==> config.mk <==
export PLATFORM = sky130hd
export DESIGN_NAME = ins_mem_loader
export DESIGN_NICKNAME = d
export VERILOG_FILES = /design/src/rtl/ins_mem_loader.sv
export SDC_FILE = /design/constraint.sdc
export NUM_CORES = 1
export LEC_CHECK = 0
export CAP_MARGIN = 10
export CORE_MARGIN = 1.5
export CORE_UTILIZATION = 52
export CTS_CLUSTER_SIZE = 28
export DETAILED_ROUTE_END_ITERATION = 10
export PLACE_DENSITY = 0.89
export SLEW_MARGIN = 10
export SYNTH_ARGS = -nofsm -noshare
export SYNTH_HDL_FRONTEND = slang
export SYNTH_SLANG_ARGS = --single-unit
==> constraint.sdc <==
create_clock -name CLK -period 3.2 [get_ports CLK]
set_input_delay 0.64 -clock CLK [delete_from_list [all_inputs] [get_ports CLK]]
set_output_delay 0.64 -clock CLK [all_outputs]
set_load 0.01 [all_outputs]
==> src/rtl/ins_mem_loader.sv <==
// rtl/ins_mem_loader.sv - streams 32-bit instruction words into a byte-wide big-endian instruction memory
module ins_mem_loader #(
    parameter int DEPTH_BYTES = 128,
    parameter int ADDR_W      = 32
) (
    input  logic              CLK,
    input  logic              Reset,
    input  logic              start,
    input  logic [31:0]       word_in,
    input  logic              word_last,
    input  logic              word_valid,
    output logic              word_ready,
    output logic              mem_we,
    output logic [ADDR_W-1:0] mem_addr,
    output logic [7:0]        mem_wdata,
    output logic              busy,
    output logic              done,
    output logic              error,
    output logic [ADDR_W-1:0] word_count
);

    typedef enum logic [2:0] {
        IDLE      = 3'd0,
        WAIT_WORD = 3'd1,
        WRITE     = 3'd2,
        DONE      = 3'd3,
        ERROR     = 3'd4
    } state_t;

    localparam logic [ADDR_W-1:0] DEPTH_A = ADDR_W'(DEPTH_BYTES);

    state_t            state;
    logic [ADDR_W-1:0] addr;
    logic [ADDR_W-1:0] count;
    logic [31:0]       word_q;
    logic              last_q;
    logic [1:0]        byte_idx;
    logic [ADDR_W-1:0] addr_inc;

    assign addr_inc = addr + ADDR_W'(1);

    always_ff @(posedge CLK or negedge Reset) begin
        if (!Reset) begin
            state    <= IDLE;
            addr     <= '0;
            count    <= '0;
            word_q   <= '0;
            last_q   <= 1'b0;
            byte_idx <= 2'd0;
        end else begin
            case (state)
                IDLE, DONE, ERROR: begin
                    if (start) begin
                        addr  <= '0;
                        count <= '0;
                        state <= WAIT_WORD;
                    end
                end
                WAIT_WORD: begin
                    if (word_valid) begin
                        word_q   <= word_in;
                        last_q   <= word_last;
                        byte_idx <= 2'd0;
                        state    <= WRITE;
                    end
                end
                WRITE: begin
                    addr     <= addr_inc;
                    byte_idx <= byte_idx + 2'd1;
                    if (byte_idx == 2'd3) begin
                        count <= count + ADDR_W'(1);
                        // A final word landing exactly on the top of memory is a clean finish.
                        if (last_q)
                            state <= DONE;
                        else if (addr_inc == DEPTH_A)
                            state <= ERROR;
                        else
                            state <= WAIT_WORD;
                    end
                end
                default: state <= IDLE;
            endcase
        end
    end

    assign word_ready = (state == WAIT_WORD);
    assign mem_we     = (state == WRITE);
    assign busy       = (state == WAIT_WORD) || (state == WRITE);
    assign done       = (state == DONE);
    assign error      = (state == ERROR);
    assign mem_addr   = addr;
    assign word_count = count;

    always_comb begin
        mem_wdata = 8'h00;
        if (state == WRITE) begin
            case (byte_idx)
                2'd0: mem_wdata = word_q[31:24];
                2'd1: mem_wdata = word_q[23:16];
                2'd2: mem_wdata = word_q[15:8];
                default: mem_wdata = word_q[7:0];
            endcase
        end
    end

endmodule

==> impl_metrics.env <==
export IMPL_status="completed"
export IMPL_diodes=0
export IMPL_maxSlewHeadroom_pct=53.8
export IMPL_synth_edf_count=0
export IMPL_path_clk_slew_ps=100
export IMPL_gp_congestion=0.874
export IMPL_hold_buffers=0
export IMPL_setup_violations=0
export IMPL_core_area_um2=10800
export IMPL_die_w_um=108
export IMPL_die_y_um=108
export IMPL_sequentialPowerShare_pct=41.1
export IMPL_p_clk_share_pct=19.9
export IMPL_syn_cell_area_um2=5720
export IMPL_grt_pass1_wl_um=23600
export IMPL_io_pins=114
export IMPL_cap_violations=0
export IMPL_cp_arrival_ps=2440
export IMPL_fin_tns_setup_ps=0
export IMPL_leakage_nw=2.91
export IMPL_hp_class="primary input to asynchronous set/reset pin"
export IMPL_grt_usage_pct=25.7
export IMPL_period_minus_slack_ps=3080
export IMPL_yosysWarnings=0
export IMPL_gr_total_overflow=0
export IMPL_cts_resized=0
export IMPL_crit_type="flop to output port"
export IMPL_rows=38
export IMPL_wl_per_cell_um=17.3
export IMPL_io_buffer_count=113
export IMPL_slew_violations=0
export IMPL_drive_gt1_share_pct=11.3
export IMPL_cts_sinks=102
export IMPL_yosysTopAreaCell="dfrtp_1"
export IMPL_clock_latency_ps=370
export IMPL_root_buffer="clkbuf_8"
export IMPL_clockBufferDepth=2
export IMPL_finalWirelength_um=14600
export IMPL_synth_seq_cells=102
export IMPL_area_delta_synth_final_pct=24.5
export IMPL_power_density_nw_per_um2=609
export IMPL_cts_htree_levels=3
export IMPL_synthArstFlopShare_pct=100
export IMPL_synth_nets=651
export IMPL_fin_nets=740
export IMPL_cp_start_kind="flop"
export IMPL_initialDrtViolationCount=369
export IMPL_p_sw_w=0.00159
export IMPL_drt_drc_violations_left=0
export IMPL_timing_hold_violations_final=0
export IMPL_path_max_fanout=12
export IMPL_synth_cells=607
export IMPL_yosysUniqueCellTypes=61
export IMPL_hold_slack_ps=297
export IMPL_cts_setup_buffers=0
export IMPL_routed_via_density=6.05
export IMPL_synthTopCellsByArea="dfrtp_1, mux2_2, nor2_1"
export IMPL_initial_utilization_pct=53.0
export IMPL_p_int_w=0.00275
export IMPL_synth_ff_type="dfrtp_1"
export IMPL_required_ps=2560
export IMPL_peakVddDrop_uv=469
export IMPL_dpl_hpwl_um=10200
export IMPL_vias=5084
export IMPL_synth_top_cell_area_share_pct=44.6
export IMPL_cts_tree="built"
export IMPL_max_freq_ghz=0.325
export IMPL_grt_pass1_vias=4882
export IMPL_finalCritPeriodShare_pct=96.2
export IMPL_antenna_found_initial=0
export IMPL_swShare_pct=36.6
export IMPL_synth_common_cells="dfrtp_1, nor2_1, nand2_1"
export IMPL_fin_skew_ps=8.81
export IMPL_endpoint_kind="output port"
export IMPL_die_area_um2=11600
export IMPL_postSynthAreaPerCell_um2=9.42
export IMPL_tightestPinTransition_ps=693
export IMPL_seq_area_frac_synth_pct=44.6
export IMPL_antenna_left=0
export IMPL_grt_setup_unrepaired="no"
export IMPL_cts_buffers=9
export IMPL_synth_most_common_cell="dfrtp_1"
export IMPL_first_pass_iters=7
export IMPL_grt_max_degree=53
export IMPL_comb_power_share_pct=39.0
kinds of logic (layout without fill, tap and decap cells):
family          count (synthesis)  in the layout  share of synthesized area (%)
simple gates                  239            239                           22.1
compound gates                130            130                           14.7
flops                         102            102                           44.6
buf+inv                        56            150                           4.33
xor+xnor                       39             39                           5.97
mux                            34             34                           6.67
fa+ha+maj                       7              7                           1.53
metal layers:
layer  global-route usage, %  part of all wire, %  vias to the layer above
met2                    44.3                   51                      238
met5                       0                    0                        -
met3                    3.81                  7.3                       29
met4                    9.87                  2.1                        0
li1                        -                    -                     2351
met1                    32.6                   40                     2466
critical path, stage by stage (launching register included):
cell	delay, ps
dfrtp_1	470
or3b_2	650
inv_2	260
or2_2	160
clkdlybuf4s50_1	520
layout by cell type (no fill, tap or decap), drive strengths merged, types with 8 or more instances in the layout:
cell | synthesis | routed
mux2 | 33 | 33
and3 | 17 | 17
dfrtp | 102 | 102
o21ai | 48 | 48
nand3 | 26 | 26
nand2 | 50 | 50
a21oi | 29 | 29
clkbuf | 25 | 12
xnor2 | 15 | 15
a222oi | 8 | 8
clkdlybuf4s50 | 0 | 111
buf | 19 | 10
nand4 | 20 | 20
and4 | 9 | 9
xor2 | 24 | 24
inv | 12 | 13
o31ai | 12 | 12
nor2 | 75 | 75
stage by stage:
stage          setup WS (ps)  cells  util, %  area, µm²  total power, W
2_1_floorplan            873    607        -       5720         0.00285
3_3_place_gp             417    825     63.9       6900         0.00337
3_5_place_dp             300    825     63.9       6900         0.00348
4_1_cts                 96.5    841     65.9       7110         0.00433
5_1_grt                 28.0    841     66.0       7120         0.00460
6_report                 123    841     66.0       7120         0.00434
power groups by stage:
stage / clock network, W / registers [W] / logic (W)
final: 0.000862 / 0.00178 / 0.00169
after global routing: 0.000932 / 0.00182 / 0.00185
after CTS: 0.000872 / 0.00178 / 0.00168
after detailed placement: 0 / 0.00180 / 0.00167
after global placement: 0 / 0.00177 / 0.00160
after floorplan: 0 / 0.00172 / 0.00113
sequential cells by signal, indices dropped and copies added (netlist names):
name and count:
mem_addr 32, state 3, last_q 1, word_count 32
byte_idx 2, word_q 32
final cells by class:
class / instances / area [µm²]
Timing Repair Buffer: 122 / 1210
Multi-Input combinational cell: 449 / 2930
Inverter: 12 / 45.0
Clock buffer: 12 / 155
Tap cell: 140 / 175
Fill cell: 834 / 3670
Clock inverter: 4 / 53.8
Sequential cell: 102 / 2550
final timing paths:
check                       startpoint        endpoint  slack (ps)  cells after the start
setup / recovery              state[0]            busy         120                      4
hold / removal                   Reset    mem_addr[10]         300                      1
setup reg to reg           mem_addr[0]        state[0]         270                      8
hold reg to reg             word_q[17]      word_q[17]         520                      1
max in group asynchronous        Reset  word_count[19]        2180                      2
min in group CLK            word_q[17]      word_q[17]         520                      1
(Power assumes the default switching activity.)
